<file path="src/rtl/ram_ctrl_pkg.sv">
// Shared definitions for the two-master RAM arbiter/controller.
// Default sizes, master count, master-id type and tag helpers.
package ram_ctrl_pkg;

    localparam int RAM_WIDTH_DEF  = 64;
    localparam int ADDR_SIZE_DEF  = 12;
    localparam int RD_LATENCY_DEF = 1;
    localparam int NUM_MASTERS    = 2;

    typedef logic mid_t;

    typedef struct packed {
        logic vld;
        mid_t id;
    } rd_tag_t;

    function automatic logic [NUM_MASTERS-1:0] mid_onehot(input mid_t id);
        return id ? 2'b10 : 2'b01;
    endfunction

    function automatic mid_t onehot_mid(input logic [NUM_MASTERS-1:0] oh);
        return oh[1];
    endfunction

endpackage

</file>
<file path="src/rtl/ram_arb_ctrl_rr_arb2.sv">
// Two-requester round-robin arbiter with a registered priority pointer.
// The pointer names the master that wins the next contention.
module rr_arb2
    import ram_ctrl_pkg::*;
(
    input  logic       clk,
    input  logic       rst,
    input  logic [1:0] req_i,
    input  logic       advance_i,
    output logic [1:0] gnt_o
);

    mid_t ptr_q;
    mid_t ptr_d;

    // Lone requester wins at once; on contention the pointer decides.
    always_comb begin
        gnt_o = req_i;
        if (&req_i) begin
            gnt_o = mid_onehot(ptr_q);
        end
    end

    // Only an issued grant moves priority to the other master.
    always_comb begin
        ptr_d = ptr_q;
        if (advance_i && (gnt_o != 2'b00)) begin
            ptr_d = ~onehot_mid(gnt_o);
        end
    end

    // Pointer register; reset gives master 0 the first contention.
    always_ff @(posedge clk) begin
        if (rst) begin
            ptr_q <= 1'b0;
        end else begin
            ptr_q <= ptr_d;
        end
    end

endmodule

</file>
<file path="src/rtl/ram_arb_ctrl.sv">
// Two-master arbiter and controller for a dual-port RAM.
// Independent write/read round-robin, collision hold, tagged reads.
module ram_arb_ctrl
    import ram_ctrl_pkg::*;
#(
    parameter int RAM_WIDTH  = RAM_WIDTH_DEF,
    parameter int ADDR_SIZE  = ADDR_SIZE_DEF,
    parameter int RD_LATENCY = RD_LATENCY_DEF
) (
    input  logic                                  clock,
    input  logic                                  reset,
    input  logic [NUM_MASTERS-1:0]                m_wr_req,
    input  logic [NUM_MASTERS-1:0][ADDR_SIZE-1:0] m_wr_addr,
    input  logic [NUM_MASTERS-1:0][RAM_WIDTH-1:0] m_wr_data,
    output logic [NUM_MASTERS-1:0]                m_wr_gnt,
    input  logic [NUM_MASTERS-1:0]                m_rd_req,
    input  logic [NUM_MASTERS-1:0][ADDR_SIZE-1:0] m_rd_addr,
    output logic [NUM_MASTERS-1:0]                m_rd_gnt,
    output logic [NUM_MASTERS-1:0]                m_rd_valid,
    output logic [RAM_WIDTH-1:0]                  m_rd_data,
    output logic [RAM_WIDTH-1:0]                  ram_data_in,
    output logic [ADDR_SIZE-1:0]                  ram_wr_address,
    output logic                                  ram_write,
    output logic [ADDR_SIZE-1:0]                  ram_rd_address,
    output logic                                  ram_read,
    input  logic [RAM_WIDTH-1:0]                  ram_data_out
);

    logic [1:0] wr_win;
    logic [1:0] rd_win;
    logic [1:0] rd_req_eff;
    logic [1:0] wr_gnt;
    logic [1:0] rd_gnt;
    mid_t       wr_id;
    mid_t       rd_id;
    logic       collide;

    logic       hold_q;
    logic       hold_d;
    mid_t       hold_id_q;
    mid_t       hold_id_d;

    logic                 ram_write_q;
    logic [ADDR_SIZE-1:0] ram_wr_address_q;
    logic [RAM_WIDTH-1:0] ram_data_in_q;
    logic                 ram_read_q;
    logic [ADDR_SIZE-1:0] ram_rd_address_q;

    rd_tag_t              tag_q [RD_LATENCY+1];
    logic [1:0]           rd_valid_q;
    logic [RAM_WIDTH-1:0] rd_data_q;

    // A withheld reader is the only read candidate on the following cycle.
    always_comb begin
        rd_req_eff = m_rd_req;
        if (hold_q) begin
            rd_req_eff = m_rd_req & mid_onehot(hold_id_q);
        end
    end

    rr_arb2 u_wr_arb (
        .clk       (clock),
        .rst       (reset),
        .req_i     (m_wr_req),
        .advance_i (|wr_gnt),
        .gnt_o     (wr_win)
    );

    rr_arb2 u_rd_arb (
        .clk       (clock),
        .rst       (reset),
        .req_i     (rd_req_eff),
        .advance_i (|rd_gnt),
        .gnt_o     (rd_win)
    );

    assign wr_id   = onehot_mid(wr_win);
    assign rd_id   = onehot_mid(rd_win);
    assign collide = (|wr_win) && (|rd_win) &&
                     (m_wr_addr[wr_id] == m_rd_addr[rd_id]);

    // Same-address conflict: normally the read yields to the write;
    // on the retry cycle the held read goes first and the write waits.
    always_comb begin
        wr_gnt = wr_win;
        rd_gnt = rd_win;
        if (reset) begin
            wr_gnt = 2'b00;
            rd_gnt = 2'b00;
        end else if (collide) begin
            if (hold_q) begin
                wr_gnt = 2'b00;
            end else begin
                rd_gnt = 2'b00;
            end
        end
    end

    // Remember which reader lost to a colliding write.
    always_comb begin
        hold_d    = 1'b0;
        hold_id_d = hold_id_q;
        if (!reset && collide && !hold_q) begin
            hold_d    = 1'b1;
            hold_id_d = rd_id;
        end
    end

    // Collision hold state.
    always_ff @(posedge clock) begin
        if (reset) begin
            hold_q    <= 1'b0;
            hold_id_q <= 1'b0;
        end else begin
            hold_q    <= hold_d;
            hold_id_q <= hold_id_d;
        end
    end

    // Write port: strobe for one cycle, address/data hold when idle.
    always_ff @(posedge clock) begin
        if (reset) begin
            ram_write_q      <= 1'b0;
            ram_wr_address_q <= '0;
            ram_data_in_q    <= '0;
        end else begin
            ram_write_q <= |wr_gnt;
            if (|wr_gnt) begin
                ram_wr_address_q <= m_wr_addr[wr_id];
                ram_data_in_q    <= m_wr_data[wr_id];
            end
        end
    end

    // Read port: strobe for one cycle, address holds when idle.
    always_ff @(posedge clock) begin
        if (reset) begin
            ram_read_q       <= 1'b0;
            ram_rd_address_q <= '0;
        end else begin
            ram_read_q <= |rd_gnt;
            if (|rd_gnt) begin
                ram_rd_address_q <= m_rd_addr[rd_id];
            end
        end
    end

    // Master-id tags travel alongside the RAM access latency.
    always_ff @(posedge clock) begin
        if (reset) begin
            for (int i = 0; i <= RD_LATENCY; i++) begin
                tag_q[i] <= '0;
            end
        end else begin
            tag_q[0] <= '{vld: |rd_gnt, id: rd_id};
            for (int i = 1; i <= RD_LATENCY; i++) begin
                tag_q[i] <= tag_q[i-1];
            end
        end
    end

    // Capture RAM data with its tag and pulse the owner's valid.
    always_ff @(posedge clock) begin
        if (reset) begin
            rd_valid_q <= 2'b00;
            rd_data_q  <= '0;
        end else begin
            rd_valid_q <= 2'b00;
            if (tag_q[RD_LATENCY].vld) begin
                rd_valid_q <= mid_onehot(tag_q[RD_LATENCY].id);
                rd_data_q  <= ram_data_out;
            end
        end
    end

    assign m_wr_gnt       = wr_gnt;
    assign m_rd_gnt       = rd_gnt;
    assign m_rd_valid     = rd_valid_q;
    assign m_rd_data      = rd_data_q;
    assign ram_write      = ram_write_q;
    assign ram_wr_address = ram_wr_address_q;
    assign ram_data_in    = ram_data_in_q;
    assign ram_read       = ram_read_q;
    assign ram_rd_address = ram_rd_address_q;

endmodule

</file>
<file path="config.mk">
export PLATFORM = sky130hd
export DESIGN_NAME = ram_arb_ctrl
export DESIGN_NICKNAME = d
export VERILOG_FILES = /design/src/rtl/ram_ctrl_pkg.sv /design/src/rtl/ram_arb_ctrl_rr_arb2.sv /design/src/rtl/ram_arb_ctrl.sv
export SDC_FILE = /design/constraint.sdc
export NUM_CORES = 1
export LEC_CHECK = 0
export ABC_AREA = 1
export CORE_AREA = 2 2 158 160
export CTS_CLUSTER_SIZE = 14
export DETAILED_ROUTE_END_ITERATION = 10
export DIE_AREA = 0 0 160 162
export PLACE_DENSITY_LB_ADDON = 0.1
export SLEW_MARGIN = 20
export SYNTH_ARGS = -nofsm -noshare
export SYNTH_HDL_FRONTEND = slang
export SYNTH_SLANG_ARGS = --single-unit
</file>
<file path="constraint.sdc">
create_clock -name clock -period 3 [get_ports clock]
set_input_delay 0.75 -clock clock [delete_from_list [all_inputs] [get_ports clock]]
set_output_delay 0.75 -clock clock [all_outputs]
set_load 0.01 [all_outputs]
</file>
=== After elaboration in Yosys (flattened, before gate mapping) ===
Memory sizes are Yosys's and may differ from the RTL's.
Cells that the tools add are included.

* $lt $le $gt $ge: 2
* Equality and inequality tests: 1
* Mux-type cells: 25
* Bitwise logic cells: 6
* Reductions and logical operators: 17

{| class="wikitable"
|+ Operator list
! kind !! count
|-
| 64-bit 2-to-1 mux || 2
|-
| 12-bit 2-to-1 mux || 4
|-
| 2-bit 2-to-1 mux || 15
|-
| 12-bit == test || 1
|-
| 2-bit OR reduction || 5
|-
| 1-bit logical AND || 6
|-
| 1-bit by 2-bit < comparator with 1-bit output, second input constant || 2
|-
| 1-bit 2-to-1 mux || 4
|-
| 2-bit AND reduction || 2
|-
| 2-bit nonzero test || 2
|-
| 1-bit NOT || 3
|-
| 2-bit AND || 1
|-
| 1-bit zero test || 2
|-
| 1-bit bitwise OR || 2
|}

* Flip-flop bits (word level): 160
* RAM bits: 4
* Input port bits: 246
* Output and inout bits: 160
* Word-level logic and storage cells: 63
* Memories: 1

{| class="wikitable"
|+ Memories
! memory !! words !! bits a word !! read ports !! clocked after memory_dff !! wr ports !! RTL line !! text
|-
| tag_q || 2 || 2 || 2 || 0 || 2 || ram_arb_ctrl.sv:49 || <nowiki>rd_tag_t tag_q [RD_LATENCY+1];</nowiki>
|}

=== Longest topological paths before layout ===
* Depth after elaboration: 13
* Depth in mapped cells: 18
* Mapped depth without buffers: 16

=== Hierarchy ===
From an unflattened synthesis, not the netlist that was laid out.

* Cells, all modules: 1286
* Area, all modules: 8526.9 µm²

{| class="wikitable"
|+ Modules (own cells, without submodules)
! module !! instances !! cells each !! area an instance (µm²) !! sequential area each (µm²)
|-
| ram_arb_ctrl || 1 || 1266 || 8391.8 || 3223.1
|-
| rr_arb2 || 2 || 10 || 67.6 || 20.0
|}

=== Least setup slack after synthesis ===
No wires, ideal clock.

* Path kind: input port to output port
* From: in m_wr_req[1]
* To: out m_wr_gnt[0]
* Data arrival time: 2.261 ns
* Required time: 2.250 ns
* Slack: -0.011 ns
* Cell stages on the path: 13
* Path buffers: 4
* Path through: buf_2 -> clkbuf_1 -> nand3b_1 -> nand2_1 -> nand3_1 -> nand2_1 -> nand3_1 -> nor2_2 -> nand3_2 -> buf_2 -> buf_6 -> nand2_1 -> inv_1

* Cells in the longest elaborated chain, start to end: 8
* Elaborated cells between the ends (all ways): 11
* Classes of those cells: eq/ne (1); mux (6); reduce/logical (4)

{| class="wikitable"
|+ RTL lines
! what !! RTL line !! text
|-
| from (decl) || ram_arb_ctrl.sv:12 || <nowiki>input logic [NUM_MASTERS-1:0] m_wr_req,</nowiki>
|-
| 2-bit AND reduction || ram_arb_ctrl_rr_arb2.sv:19 || <nowiki>if (&req_i) begin</nowiki>
|-
| 2-bit 2-to-1 mux (*) || ram_arb_ctrl_rr_arb2.sv:19 ||
|-
| 12-bit 2-to-1 mux (implied by the code) (2 in a row) || ram_arb_ctrl.sv:80 || <nowiki>(m_wr_addr[wr_id] == m_rd_addr[rd_id]);</nowiki>
|-
| 12-bit == test || ram_arb_ctrl.sv:80 ||
|-
| 1-bit logical AND || ram_arb_ctrl.sv:79 || <nowiki>assign collide = (|wr_win) && (|rd_win) &&</nowiki>
|-
| 2-bit 2-to-1 mux (*) || ram_arb_ctrl.sv:90 || <nowiki>end else if (collide) begin</nowiki>
|-
| 2-bit 2-to-1 mux (*) || ram_arb_ctrl.sv:87 || <nowiki>if (reset) begin</nowiki>
|-
| to (decl) || ram_arb_ctrl.sv:15 || <nowiki>output logic [NUM_MASTERS-1:0] m_wr_gnt,</nowiki>
|}

Mark *: on every way between the ends. The rest lies on a longest branch, timed or not. The select of a mux whose other input is x is not followed.

=== Worst setup path after layout ===
* From: in m_rd_req[1]
* To: out m_rd_gnt[0]

* Cells in the longest elaborated chain, start to end: 10
* Elaborated cells between the ends (all ways): 13
* Classes of those cells: eq/ne (1); mux (7); bitwise (1); reduce/logical (4)

{| class="wikitable"
|+ RTL lines
! what !! RTL line !! text
|-
| from (decl) || ram_arb_ctrl.sv:16 || <nowiki>input logic [NUM_MASTERS-1:0] m_rd_req,</nowiki>
|-
| 2-bit AND || ram_arb_ctrl.sv:57 || <nowiki>rd_req_eff = m_rd_req & mid_onehot(hold_id_q);</nowiki>
|-
| 2-bit 2-to-1 mux (*) || ram_arb_ctrl.sv:56 || <nowiki>if (hold_q) begin</nowiki>
|-
| 2-bit AND reduction || ram_arb_ctrl_rr_arb2.sv:19 ||
|-
| 2-bit 2-to-1 mux (*) || ram_arb_ctrl_rr_arb2.sv:19 ||
|-
| 12-bit 2-to-1 mux (implied by the code) (2 in a row) || ram_arb_ctrl.sv:80 ||
|-
| 12-bit == test || ram_arb_ctrl.sv:80 ||
|-
| 1-bit logical AND || ram_arb_ctrl.sv:79 ||
|-
| 2-bit 2-to-1 mux (*) || ram_arb_ctrl.sv:90 ||
|-
| 2-bit 2-to-1 mux (*) || ram_arb_ctrl.sv:87 ||
|-
| to (decl) || ram_arb_ctrl.sv:18 || <nowiki>output logic [NUM_MASTERS-1:0] m_rd_gnt,</nowiki>
|}

Marked as above.

==> flow_metrics.py <==
metrics = {
    "timing": {
        "finalSetupViolations": 4,
        "period_needed_ps": 3080,
        "fin_crit_sh": 1.03,
        "fmax_mhz": 324,
        "rsz0062_at_grt": "yes",
        "hold-worst-slack_ps": 433,
        "fin_skew_ps": 15.2,
        "setup_slack_ps": -84.8,
        "finalHoldViolCount": 0,
        "relSlewSlack": 0.326,
        "final_max_slew_viol_count": 0,
        "worstMarginPinSlew_ps": 1010,
    },
    "power": {
        "power_frac_seq": 0.377,
        "internal_power_mw": 4.48,
        "leakage_nw": 6.93,
        "power_frac_comb": 0.288,
        "power.density_mw_per_mm2": 458,
        "p_sw_mw": 2.01,
        "ir_worst_vdd_uv": 383,
        "clock_power_share": 0.335,
        "swShare": 0.310,
    },
    "finish": {
        "final_cell_mix": "clkdlybuf4s50_1 (383), nand2_1 (249), nor2_1 (236)",
        "fin_nets": 1947,
        "final_common_cell": "clkdlybuf4s50_1",
        "ff_latch_area_mm2": 0.00327,
        "stdcell_count": 2038,
        "multi_input_area_mm2": 0.00416,
        "area_delta_synth_final_pct": 69.4,
        "drive_gt1_frac": 0.122,
        "nFillCells": 2344,
        "finish.utilization": 0.588,
        "antenna_cells": 0,
    },
    "floorplan": {
        "die_area_mm2": 0.0259,
        "die_height_um": 162,
        "start_util": 0.347,
        "pin_count": 406,
        "die_w_um": 160,
        "rows": 57,
        "coreArea_mm2": 0.0241,
    },
    "clock_tree": {
        "clk_pin_slew_ps": 70,
        "htree_num_levels": 4,
        "clk_latency_ps": 420,
        "clk_path_buf_depth": 2,
        "cts_buffers": 17,
        "cts_num_sinks": 163,
        "cts_root_buf": "clkbuf_16",
        "cts_tree": "yes",
    },
    "detailed_routing": {
        "antenna_left": 0,
        "drtIter0Drc": 365,
        "via_per_inst": 4.51,
        "vias": 9199,
        "first_pass_iters": 4,
        "drt-total-wl_mm": 31.3,
        "route.detailed.drc": 0,
        "wire_per_inst_um": 15.4,
    },
    "yosys": {
        "synth_top_area_share": 0.390,
        "ys_ff_latch": 163,
        "synth_cells": 1251,
        "syn_area_mm2": 0.00837,
        "synth_top_area_cell": "dfxtp_1",
        "yosysWarningCount": 0,
        "seq_area_frac_synth": 0.390,
        "synth_area_leaders": "dfxtp_1 (39%), nand2_1 (12%), nor2_1 (11%)",
        "synth_cell_types": 27,
        "syn_nets": 1497,
        "synth_area_per_cell_um2": 6.69,
    },
    "setup_path": {
        "path_class": "in2out",
        "cpPeakStageDelay_ps": 200,
        "critPathTopFamily": "simple AND/OR/NAND/NOR gates",
        "worstPathRequired_ps": 2250,
        "path_common_cell": "nand2_4",
        "start_kind": "input pin",
        "path_max_fanout": 5,
        "cp_slowest_cell": "a21oi_4",
        "endpoint_kind": "output pin",
        "crit_chain": "buf_2 -> inv_2 -> a21oi_4 -> nand2_4 -> buf_12 -> buf_16 -> nand2_4 -> nand3_2 -> nand2_2 -> nand3_2 -> nor2_4 -> buf_6 -> nand3_4 -> nand2_4 -> inv_2 -> buf_6",
        "critPathBufInv": 7,
        "arrival_ps": 2330,
    },
    "flow_run": {
        "drv_cap": 0,
    },
    "grt": {
        "grt_max_degree": 103,
        "grtUsageTotal": 0.236,
        "grt_pass1_vias": 9001,
        "overflow": 0,
        "antenna_found_initial": 0,
        "grt_pass1_wl_mm": 48.8,
    },
    "placed_design": {
        "dp_hpwl_mm": 23.0,
        "io_buffers": 405,
        "dp.cells": 1974,
        "routabilityCongestion": 0.877,
    },
    "hold_path": {
        "hold_class": "reg2reg",
    },
    "status": {
        "status": "finished, violations left",
        "violations": "negative setup slack",
    },
}
==> routing by layer <==
layer | vias to the layer above | part of all wire | global-route usage
met1 | 4089 | 0.40 | 0.270
met2 | 311 | 0.49 | 0.419
li1 | 4754 | - | -
met3 | 45 | 0.079 | 0.0712
met5 | - | 0 | 0
met4 | 0 | 0.026 | 0.0803
==> power groups by stage <==
| stage | Combinational (mW) | Sequential, mW | Clock, mW |
|---|---|---|---|
| 2_1_floorplan | 0.692 | 2.58 | 0 |
| 5_1_grt | 2.05 | 2.47 | 2.33 |
| 6_report | 1.87 | 2.45 | 2.17 |
| 3_3_place_gp | 1.77 | 2.49 | 0 |
| 3_5_place_dp | 1.77 | 2.49 | 0 |
| 4_1_cts | 1.86 | 2.45 | 2.24 |
==> area by class of cell <==
class,count,share of cell area
well taps,324,0.0286
inverters,213,0.0570
clock inverters,15,0.0109
multi-input cells,793,0.293
flip-flops and latches,163,0.231
clock buffers,17,0.0300
repair buffers,513,0.349
==> final timing paths <==
check	startpoint	end	slack, ps	cells after the start
worst max-delay path	m_rd_req[1]	m_rd_gnt[0]	-80	16
worst min-delay path	tag_q[0][2]$_SDFF_PP0_	m_rd_valid[0]$_SDFF_PP0_	430	1
worst max register to register	u_wr_arb.ptr_q$_SDFFE_PP0P_	ram_wr_address[6]$_SDFFE_PP0P_	120	24
worst min register to register	tag_q[0][2]$_SDFF_PP0_	m_rd_valid[0]$_SDFF_PP0_	430	1
==> metrics by stage <==
| step | power, mW | setup TNS, ps | setup slack, ps | cell area (µm²) |
|---|---|---|---|---|
| 2_1_floorplan | 3.27 | 0 | 6.40 | 8370 |
| 3_3_place_gp | 4.26 | -55990 | -833 | 13100 |
| 3_5_place_dp | 4.27 | -57300 | -865 | 13100 |
| 4_1_cts | 6.55 | -330 | -101 | 14000 |
| 5_1_grt | 6.84 | -748 | -199 | 14200 |
| 6_report | 6.49 | -295 | -84.8 | 14200 |
==> what timing repair did <==
action	CTS	global route
hold buffers	0	0
resized for setup	92	36
endpoints found under the setup margin	81	80
setup buffers	26	2
pin swaps	24	21
cloned	4	0
==> registers in the layout (all words and copies together) (netlist names) <==
register,count
m_rd_data,64
ram_data_in,64
ram_rd_address,12
ram_wr_address,12
tag_q,4
m_rd_valid,2
hold_id_q,1
hold_q,1
ram_write,1
u_rd_arb.ptr_q,1
u_wr_arb.ptr_q,1
==> cells in the mapped netlist <==
master      n
inv_1     212
o211ai_1   76
buf_1      10
nand3_2     2
o21ai_0    68
a21oi_1     3
buf_6       6
buf_4       3
nand2_1   271
nand3_1    39
clkbuf_1   46
nor2_1    239
nand3_4     1
nand2_2     3
a21oi_2     1
a21boi_0    1
o21ai_2     1
and3_1      1
nand3b_1   14
buf_2      18
o21ai_1     3
dfxtp_1   163
or2_1       2
inv_2       1
mux2i_1    64
nor2_2      2
nor3_1      1
==> cells by family after synthesis <==
kind of cell	share of synthesized area
AO/OA/AOI/OAI	0.115
buffers and inverters	0.142
flip-flops	0.390
multiplexers	0.0766
AND/OR/NAND/NOR	0.276
(Power assumes the default switching activity.)
